## src/rtl/fp_norm_pack_pkg.sv

```systemverilog
// fp_norm_pack_pkg: shared widths, constants and FSM encoding for the FP
// normalize/round/pack back end.
//   IN_W       raw mantissa width: [28:27] headroom, [26] hidden, [25:3] frac, [2:0] G/R/S
//   EXP_W      signed biased internal exponent width
//   FRAC_W     packed fraction width
// Build option: ROUND_NEAREST_EN selects RNE rounding (default truncation).
package fp_norm_pack_pkg;
  localparam int IN_W       = 29;
  localparam int EXP_W      = 10;
  localparam int FRAC_W     = 23;
  localparam int GRS_W      = 3;
  localparam int EXP_BIAS   = 127;
  localparam int EXP_MAX    = 255;
  localparam int HIDDEN_POS = 26;

  localparam logic [31:0] QNAN = 32'h7FC0_0000;
  localparam logic [31:0] INF  = 32'h7F80_0000;
  localparam logic [31:0] ZERO = 32'h0000_0000;

  typedef logic        [IN_W-1:0]  mant_t;
  typedef logic signed [EXP_W-1:0] exp_t;

  typedef enum logic [1:0] {
    ST_IDLE  = 2'd0,
    ST_NORM  = 2'd1,
    ST_ROUND = 2'd2,
    ST_PACK  = 2'd3
  } state_e;
endpackage

```

## src/rtl/fp_norm_pack_if.sv

```systemverilog
// fp_norm_pack_if: request/result bundle of the FP normalize/round/pack unit.
//   start, sign_i, exp_i, mant_i   request side (driven by the master)
//   busy, done, result, ovf, unf   status/result side (driven by the slave)
interface fp_norm_pack_if;
  import fp_norm_pack_pkg::*;

  logic        start;
  logic        sign_i;
  exp_t        exp_i;
  mant_t       mant_i;
  logic        busy;
  logic        done;
  logic [31:0] result;
  logic        ovf;
  logic        unf;

  modport master (
    output start, sign_i, exp_i, mant_i,
    input  busy, done, result, ovf, unf
  );

  modport slave (
    input  start, sign_i, exp_i, mant_i,
    output busy, done, result, ovf, unf
  );
endinterface

```

## src/rtl/fp_norm_pack_round_rne.sv

```systemverilog
// fp_norm_pack_round_rne: combinational rounding of a normalized extended
// mantissa (hidden bit at 26) to the 23-bit fraction at [25:3].
//   mant_i/exp_i   normalized mantissa and signed biased exponent
//   mant_o/exp_o   rounded mantissa and exponent, renormalized on carry
// Build option: ROUND_NEAREST_EN -> round-to-nearest-even on lsb=m[3],
// G=m[2], R|S=m[1]|m[0]; otherwise a pass-through (truncation, G/R/S ignored).
module fp_norm_pack_round_rne
  import fp_norm_pack_pkg::*;
(
  input  mant_t mant_i,
  input  exp_t  exp_i,
  output mant_t mant_o,
  output exp_t  exp_o
);
`ifdef ROUND_NEAREST_EN
  function automatic logic rne_up(input mant_t m);
    return m[GRS_W-1] & (m[GRS_W-2] | m[GRS_W-3] | m[GRS_W]);
  endfunction

  mant_t sum;

  always_comb begin
    sum = mant_i;
    if (rne_up(mant_i)) begin
      sum = mant_i + (mant_t'(1) << GRS_W);
    end
    mant_o = sum;
    exp_o  = exp_i;
    // All-ones fraction rounding up carries into bit 27: renormalize now.
    if (sum[HIDDEN_POS+1]) begin
      mant_o = sum >> 1;
      exp_o  = exp_i + exp_t'(1);
    end
  end
`else
  assign mant_o = mant_i;
  assign exp_o  = exp_i;
`endif
endmodule

```

## src/rtl/fp_norm_pack.sv

```systemverilog
// fp_norm_pack: back end of the FP datapath. Takes a raw extended result
// (sign, 29-bit mantissa, signed biased exponent), normalizes it one bit per
// cycle, rounds, detects overflow/underflow and emits a packed IEEE-754 single.
// Ports:
//   clk     rising-edge clock
//   reset   asynchronous, active-low
//   bus     fp_norm_pack_if.slave: start/sign_i/exp_i/mant_i in;
//           busy/done/result/ovf/unf out (all registered)
// Build option: ROUND_NEAREST_EN selects RNE rounding; undefined truncates.
// Latency is the same in both builds.
module fp_norm_pack
  import fp_norm_pack_pkg::*;
(
  input  logic          clk,
  input  logic          reset,
  fp_norm_pack_if.slave bus
);
  localparam exp_t EXP_ONE  = exp_t'(1);
  localparam exp_t EXP_ZERO = exp_t'(0);
  localparam exp_t EXP_SAT  = exp_t'(EXP_MAX);

  state_e      state_q, state_d;
  logic        busy_q, busy_d;
  logic        done_q, done_d;
  logic        ovf_q, ovf_d;
  logic        unf_q, unf_d;
  logic        zero_q, zero_d;
  logic [31:0] result_q, result_d;

  logic        sign_q, sign_d;
  exp_t        exp_q, exp_d;
  mant_t       mant_q, mant_d;

  mant_t       rnd_mant;
  exp_t        rnd_exp;

  fp_norm_pack_round_rne u_round (
    .mant_i (mant_q),
    .exp_i  (exp_q),
    .mant_o (rnd_mant),
    .exp_o  (rnd_exp)
  );

  function automatic logic [31:0] pack_word(input logic s, input logic z, input exp_t e,
                                            input mant_t m);
    if (z)                   return {s, ZERO[30:0]};
    else if (e >= EXP_SAT)   return {s, INF[30:0]};
    else if (e <= EXP_ZERO)  return {s, ZERO[30:0]};
    else                     return {s, e[7:0], m[HIDDEN_POS-1:GRS_W]};
  endfunction

  always_comb begin
    state_d  = state_q;
    done_d   = 1'b0;
    ovf_d    = ovf_q;
    unf_d    = unf_q;
    zero_d   = zero_q;
    result_d = result_q;
    sign_d   = sign_q;
    exp_d    = exp_q;
    mant_d   = mant_q;

    case (state_q)
      ST_IDLE: begin
        // busy_q is still high in the done cycle, so a start there is ignored.
        if (bus.start && !busy_q) begin
          sign_d  = bus.sign_i;
          exp_d   = bus.exp_i;
          mant_d  = bus.mant_i;
          ovf_d   = 1'b0;
          unf_d   = 1'b0;
          zero_d  = 1'b0;
          state_d = ST_NORM;
        end
      end

      ST_NORM: begin
        if (mant_q == '0) begin
          zero_d  = 1'b1;
          state_d = ST_PACK;
        end else if (mant_q[HIDDEN_POS+2] | mant_q[HIDDEN_POS+1]) begin
          // Right shift keeps the dropped bit as sticky in bit 0.
          mant_d = {1'b0, mant_q[IN_W-1:2], mant_q[1] | mant_q[0]};
          exp_d  = exp_q + EXP_ONE;
        end else if (!mant_q[HIDDEN_POS]) begin
          mant_d = mant_q << 1;
          exp_d  = exp_q - EXP_ONE;
        end else begin
          state_d = ST_ROUND;
        end
      end

      ST_ROUND: begin
        mant_d  = rnd_mant;
        exp_d   = rnd_exp;
        state_d = ST_PACK;
      end

      ST_PACK: begin
        result_d = pack_word(sign_q, zero_q, exp_q, mant_q);
        if (!zero_q && exp_q >= EXP_SAT) begin
          ovf_d = 1'b1;
        end else if (!zero_q && exp_q <= EXP_ZERO) begin
          unf_d = 1'b1;
        end
        done_d  = 1'b1;
        state_d = ST_IDLE;
      end

      default: state_d = ST_IDLE;
    endcase

    busy_d = (state_d != ST_IDLE) || done_d;
  end

  // control and result registers
  always_ff @(posedge clk or negedge reset) begin
    if (!reset) begin
      state_q  <= ST_IDLE;
      busy_q   <= 1'b0;
      done_q   <= 1'b0;
      ovf_q    <= 1'b0;
      unf_q    <= 1'b0;
      zero_q   <= 1'b0;
      result_q <= ZERO;
    end else begin
      state_q  <= state_d;
      busy_q   <= busy_d;
      done_q   <= done_d;
      ovf_q    <= ovf_d;
      unf_q    <= unf_d;
      zero_q   <= zero_d;
      result_q <= result_d;
    end
  end

  // working datapath registers
  always_ff @(posedge clk) begin
    sign_q <= sign_d;
    exp_q  <= exp_d;
    mant_q <= mant_d;
  end

  assign bus.busy   = busy_q;
  assign bus.done   = done_q;
  assign bus.result = result_q;
  assign bus.ovf    = ovf_q;
  assign bus.unf    = unf_q;
endmodule
```

## src/flat_wrapper.sv

```systemverilog
// flat-port wrapper written by rule: the top's interface ports become plain ports
module fp_norm_pack_flat import fp_norm_pack_pkg::*;
  (clk, reset, bus_start, bus_sign_i, bus_exp_i, bus_mant_i, bus_busy, bus_done, bus_result, bus_ovf, bus_unf);
  fp_norm_pack_if bus_i ();
  input  logic clk;
  input  logic reset;
  input wire logic [$bits(bus_i.start)-1:0] bus_start;
  input wire logic [$bits(bus_i.sign_i)-1:0] bus_sign_i;
  input wire logic [$bits(bus_i.exp_i)-1:0] bus_exp_i;
  input wire logic [$bits(bus_i.mant_i)-1:0] bus_mant_i;
  output wire logic [$bits(bus_i.busy)-1:0] bus_busy;
  output wire logic [$bits(bus_i.done)-1:0] bus_done;
  output wire logic [$bits(bus_i.result)-1:0] bus_result;
  output wire logic [$bits(bus_i.ovf)-1:0] bus_ovf;
  output wire logic [$bits(bus_i.unf)-1:0] bus_unf;
  assign bus_i.start = bus_start;
  assign bus_i.sign_i = bus_sign_i;
  assign bus_i.exp_i = bus_exp_i;
  assign bus_i.mant_i = bus_mant_i;
  assign bus_busy = bus_i.busy;
  assign bus_done = bus_i.done;
  assign bus_result = bus_i.result;
  assign bus_ovf = bus_i.ovf;
  assign bus_unf = bus_i.unf;
  fp_norm_pack u_core (.clk(clk), .reset(reset), .bus(bus_i));
endmodule
```

## config.mk

```make
export PLATFORM = sky130hd
export DESIGN_NAME = fp_norm_pack_flat
export DESIGN_NICKNAME = d
export VERILOG_FILES = /design/src/rtl/fp_norm_pack_pkg.sv /design/src/rtl/fp_norm_pack_if.sv /design/src/rtl/fp_norm_pack_round_rne.sv /design/src/rtl/fp_norm_pack.sv /design/src/flat_wrapper.sv
export SDC_FILE = /design/constraint.sdc
export NUM_CORES = 1
export LEC_CHECK = 0
export ABC_CLOCK_PERIOD_IN_PS = 2730
export CAP_MARGIN = 0
export CORE_ASPECT_RATIO = 2
export CORE_MARGIN = 2
export CORE_UTILIZATION = 49
export CTS_CLUSTER_DIAMETER = 30
export DETAILED_ROUTE_END_ITERATION = 16
export PLACE_DENSITY = 0.84
export SLEW_MARGIN = 0
export SYNTH_ARGS = -nofsm -noshare
export SYNTH_HDL_FRONTEND = slang
export SYNTH_HIERARCHICAL = 1
export SYNTH_SLANG_ARGS = --single-unit
```

## constraint.sdc

```tcl
create_clock -name clk -period 2.73 [get_ports clk]
set_input_delay 0.546 -clock clk [delete_from_list [all_inputs] [get_ports clk]]
set_output_delay 0.546 -clock clk [all_outputs]
set_load 0.05 [all_outputs]
```

Word-level counts from Yosys, hierarchy flattened
Index checks and enable logic that the tools add are counted. W data, S select, Z words.

$lt $le $gt $ge: 2. Bitwise gates (word level): 2. Reductions and logical operators: 17. Multiplexer cells: 27. Equality and inequality tests: 10. Add/sub/neg operators: 2.

Operators by type and width (number): $mux W29 (4); $mux W31 (3); $pmux W29 S2 (1); $mux W10 (4); $logic_not A29 Y1 (1); $pmux W10 S2 (1); $add A10 B2 Y10 const B (1); $ge A10 B9 Y1 const B (1); $le A10 B1 Y1 const B (1); $sub A10 B2 Y10 const B (1); $reduce_and A3 Y1 (3); $mux W2 (4); $ne A2 B1 Y1 const B (4); $pmux W2 S4 (1); $reduce_and A4 Y1 (2); $mux W1 (6); $pmux W1 S2 (3); $reduce_bool A2 Y1 (3); $eq A2 B2 Y1 const B (2); $ne A2 B2 Y1 const B (2); $logic_and A1 B1 Y1 (3); $ne A3 B3 Y1 const B (1); $eq A2 B1 Y1 const B (1); $logic_not A1 Y1 (2); 4 further kinds (5).

Input port bits: 43. Logic and storage cells: 71. Output and inout bits: 36. Bits in registers: 79.

Logic depth before layout (Yosys ltp)
Depth after elaboration: 6. Mapped depth: 12. Mapped depth without buffers: 8.

Cells and area by module
Netlist, hierarchy kept.

By module, submodules not included: fp_norm_pack (cells each 459, times used 1, sequential area each 2177.1 µm², area an instance 4551.9 µm²); fp_norm_pack_round_rne (cells each 39, times used 1, sequential area each 0.0 µm², area an instance 292.8 µm²).

Worst setup path before layout
No wires, ideal clock.

Path kind: register -> register. Start: register u_core.state_q[1]. End: register u_core.exp_q[0], enable pin. Slack: 0.118 ns. Arrival time: 2.211 ns. Cell stages (with the launch flop): 8. Cell sequence: dfrtp_1 > inv_1 > ha_1 > buf_4 > nand3_1 > nor3_2 > nor3b_1 > o31a_1.

Longest elaborated chain between the ends: 3. Elaborated cells between the ends (all ways): 7.

RTL lines: start: declaration (RTL line fp_norm_pack.sv:22) `state_e state_q, state_d;`; start signal: assignment (RTL line fp_norm_pack.sv:127) `state_q <= state_d;`; $eq A2 B1 Y1 or $logic_not A2 Y1 (tied branches) (RTL line fp_norm_pack.sv:63) `case (state_q)`; $ne A3 B3 Y1 (no source line), or another cell as far along; $reduce_and A4 Y1 (no source line) (*); end signal: assignment (RTL line fp_norm_pack.sv:140) `exp_q <= exp_d;`; end: declaration (RTL line fp_norm_pack.sv:31) `exp_t exp_q, exp_d;`.

Every way passes the cells marked *; elsewhere a longest branch is shown, timed or not. A chain may end at the register's enable or synchronous reset.

Worst setup path in the final report
Start: register u_core.state_q[1]. End: register u_core.exp_q[3], data pin.

Longest elaborated chain between the ends: 2. Elaborated cells between the ends (all ways): 3.

RTL lines (RTL line): $eq A2 B1 Y1 or $logic_not A2 Y1 (tied branches) (fp_norm_pack.sv:63); $pmux W10 S2 (*) (fp_norm_pack.sv:63); net u_core.exp_d[3] (fp_norm_pack.sv:31).

Mark *: on every way through the listed nets, which the timed path passes. The rest lies on a longest branch.

==> impl_results.md <==
* Status: finished clean
* CP Launch Type: flop
* Number of warnings issued by yosys at 6
* Number of global-route vias before repair at between 3000 and 4000
* VDD IR max at 0.626 mV
* CTS root buffer: clkbuf_16
* Post-route ant nets at 0
* Post-DP HPWL at around 9000 um
* Final #Nets at 570
* Reg-to-reg slack, setup at 0.23 ns
* Max Cap Viol at 0
* Worst-Skew Late Latency at 0.33 ns
* Die footprint at around 0.011 mm2
* Worst-path clk slew at approximately 0.06 ns
* Drt pass-1 iters at 6
* Setup Crit Path Kind: flop to flop
* Ant diodes at 0
* Area leader, netlist: edfxtp_1
* Via Count at approximately 4000
* Largest net degree at the start of global routing at between 60 and 70
* FILL cells at just under 900
* Area grow syn2layout at 17.1%
* Final period util at 0.917
* Sequential fraction of the synthesis area at 0.449
* Critical Path AT at 2.70 ns
* Clock Sinks at 79
* Final wirelength at ~13000 um
* Top cell type's share of synthesized area at 0.248
* Count of final hold-check violations at 0
* Final non-filler cell total at roughly 660
* Synth cell types at 60
* Post-Synthesis Cells at about 500
* H-tree depth at 3
* CTS tree: done
* Synth Cell Area at ~0.0048 mm2
* Starting Density at 0.499
* CP endpoint kind: flop
* DR DRC count at 0
* First-pass GRT wire length at about 20000 um
* Clk buf depth at 2
* Power per Cell Area at 1410 mW/mm2
* Reg area at 0.00218 mm2
* Crit path time final at approximately 2.5 ns
* FF-to-FF path depth at 4
* Resize count post-CTS at 0
* DR vias/cell at between 6 and 7
* RSZ-0062 raised after global routing: no
* Avg Cell Area, Syn at between 9 and 10 um2
* Post-CTS setup buffer count at 0
* Layout cells sized above 1 at 0.112
* Min-delay worst type: input port to async pin
* # port buffers at a little under 80
* Seq cells post-synth at 79
* WL per Instance at just under 20 um
* Slew @ Worst Pin at around 1.2 ns
* Area of the multi-input gates at 0.00200 mm2
* Die Y at 145 um
* Placed Cells at about 640
* Clk_skew at 0.00598 ns
* Largest cells by area after synthesis: edfxtp_1, dfrtp_1, buf_4, a221o_1, nand2_1
* Fmax at between 0.3 and 0.4 GHz
* Syn Nets at roughly 550
* Hold slack at ~0.34 ns
* Routability cong. at 0.981
* Row count at just over 50
* Setup violators final at 0
* Final Max Slew Viols at 0
* Crit-path max FO at 32
* Horiz. Die Dim at ~74 um
* Drt first-iter violations at approximately 600
* Setup Total Neg Slack at 0 ns
* Post-synthesis mux area share at 0.00232
* Lkg Pwr at between 2 and 2.5 nW
* Xor and xnor area share after synthesis at 0.0181
* RR Startpoint: u_core/state_q[1]
* Worst R2R End: u_core/exp_q[3]
* Slew margin rel. at 0.172
* CTS Buf Count at 9
* Top-Level Pins at slightly below 80
* Initial antenna violation count at 0
* Adder-Cell Fraction of Synth Area at 0.0155
* Remaining Overflow, GRT at 0
* Largest family of logic cells by synthesized area: compound AO/OA/AOI/OAI gates
* Compound-cell area share of the yosys netlist at 0.244
* Gr usage total at 0.250
* Cts hold-fix bufs at 0
* Critical Path RT at between 2 and 3 ns
* CORE AREA at between 0.009 and 0.01 mm2
* Post-synthesis simple-gate area fraction at 0.131
worst max-delay path by stage:
stage / startpoint / slack (ns) / endpoint
floorplan: u_core/state_q[1] / 0.12 / u_core/exp_q[0]
global placement: bus_start / 0.34 / u_core/exp_q[8]
detailed placement: bus_start / 0.33 / u_core/mant_q[0]
CTS: u_core/state_q[1] / 0.33 / u_core/exp_q[8]
global route: u_core/state_q[1] / 0.09 / u_core/exp_q[2]
finish: u_core/state_q[1] / 0.23 / u_core/exp_q[3]
registers in the layout, summed over array words and instances, names as in the netlist:
register           cells
u_core/mant_q         29
u_core/bus.unf         1
u_core/bus.busy        1
u_core/exp_q          10
u_core/zero_q          1
u_core/bus.done        1
u_core/bus.result     32
u_core/state_q         2
u_core/bus.ovf         1
u_core/sign_q          1
area by class of cell:
type	instances	area share
inverter	38	0.0265
tap	132	0.0291
sequential	79	0.384
timing repair buffer	89	0.154
clock buffer	13	0.0516
clock inverter	3	0.00353
multi-input combinational	304	0.352
through the flow:
step | cell area [um2] | worst slack [ns] | util | power, W
final | 5670 | 0.225 | 0.585 | 0.00802
after global routing | 5670 | 0.0901 | 0.585 | 0.00841
after CTS | 5670 | 0.328 | 0.585 | 0.00795
after detailed placement | 5360 | 0.331 | 0.553 | 0.00671
after global placement | 5360 | 0.341 | 0.553 | 0.00657
after floorplan | 4840 | 0.118 | - | 0.00592
layout by cell type, fill, tap and decap left out, types with 3 or more instances in the layout:
cell,count
a22oi_1,5
nor4_1,6
dfrtp_1,39
o21ai_0,13
clkdlybuf4s50_1,77
and3_1,7
buf_4,10
nand2_1,78
edfxtp_1,40
ha_1,5
o22ai_2,20
o211ai_1,10
o22ai_1,4
a21oi_1,40
o31ai_1,3
a221o_1,32
nor2_1,17
nor3_1,7
inv_1,36
clkbuf_16,11
xnor2_1,8
report_power, final:
| part | internal [W] | total [W] | leakage, nW | switching, W |
|---|---|---|---|---|
| logic | 0.00152 | 0.00407 | 1.13 | 0.00255 |
| clock network | 0.000753 | 0.00123 | 0.156 | 0.000480 |
| registers | 0.00202 | 0.00272 | 0.915 | 0.000703 |
| total | 0.00429 | 0.00802 | 2.20 | 0.00373 |
Yosys cell counts (all sizes together):
master and count:
or4 1, nor2 18, nor3b 2, dlygate4sd1 1, mux2 1, buf 58, a2bb2oi 2, clkbuf 18
or3 2, and2 2, a22o 2, nand4 2, o31ai 3, and3 8, o21ai 15, o211ai 10
ha 6, a41oi 1, o221ai 1, o22ai 24, a21boi 1, xor2 2, a22oi 5, o21a 1
o22a 1, o21bai 2, nand2b 2, nor3 8, inv 38, a31o 2, o2111ai 2, a21oi 40
or2 2, a221o 32, edfxtp 40, nor4 8, o211a 2, dfrtp 39, nand2 79, o31a 2
xnor2 8, nand3 2, nor2b 1, a31oi 2
per-layer routing:
metal	vias to the layer above	global-route usage	wire, um
met4	0	0.156	768
met2	225	0.441	7080
met1	1954	0.270	4290
li1	1811	-	-
met3	54	0.0397	766
met5	-	0	0
kinds of logic (layout without fill, tap and decap cells):
group | count (synthesis) | after routing
multiplexers | 1 | 1
AND/OR/NAND/NOR | 137 | 137
flip-flops | 79 | 79
adder cells (fa/ha/maj) | 6 | 6
XOR/XNOR | 10 | 10
buffers and inverters | 115 | 143
AO/OA/AOI/OAI | 150 | 150
critical path, stage by stage (launching register included):
cell and delay (ns):
dfrtp_1 0.49, inv_1 0.14, ha_1 0.41, and2_1 0.99, a221o_1 0.31
(Power assumes the default switching activity.)
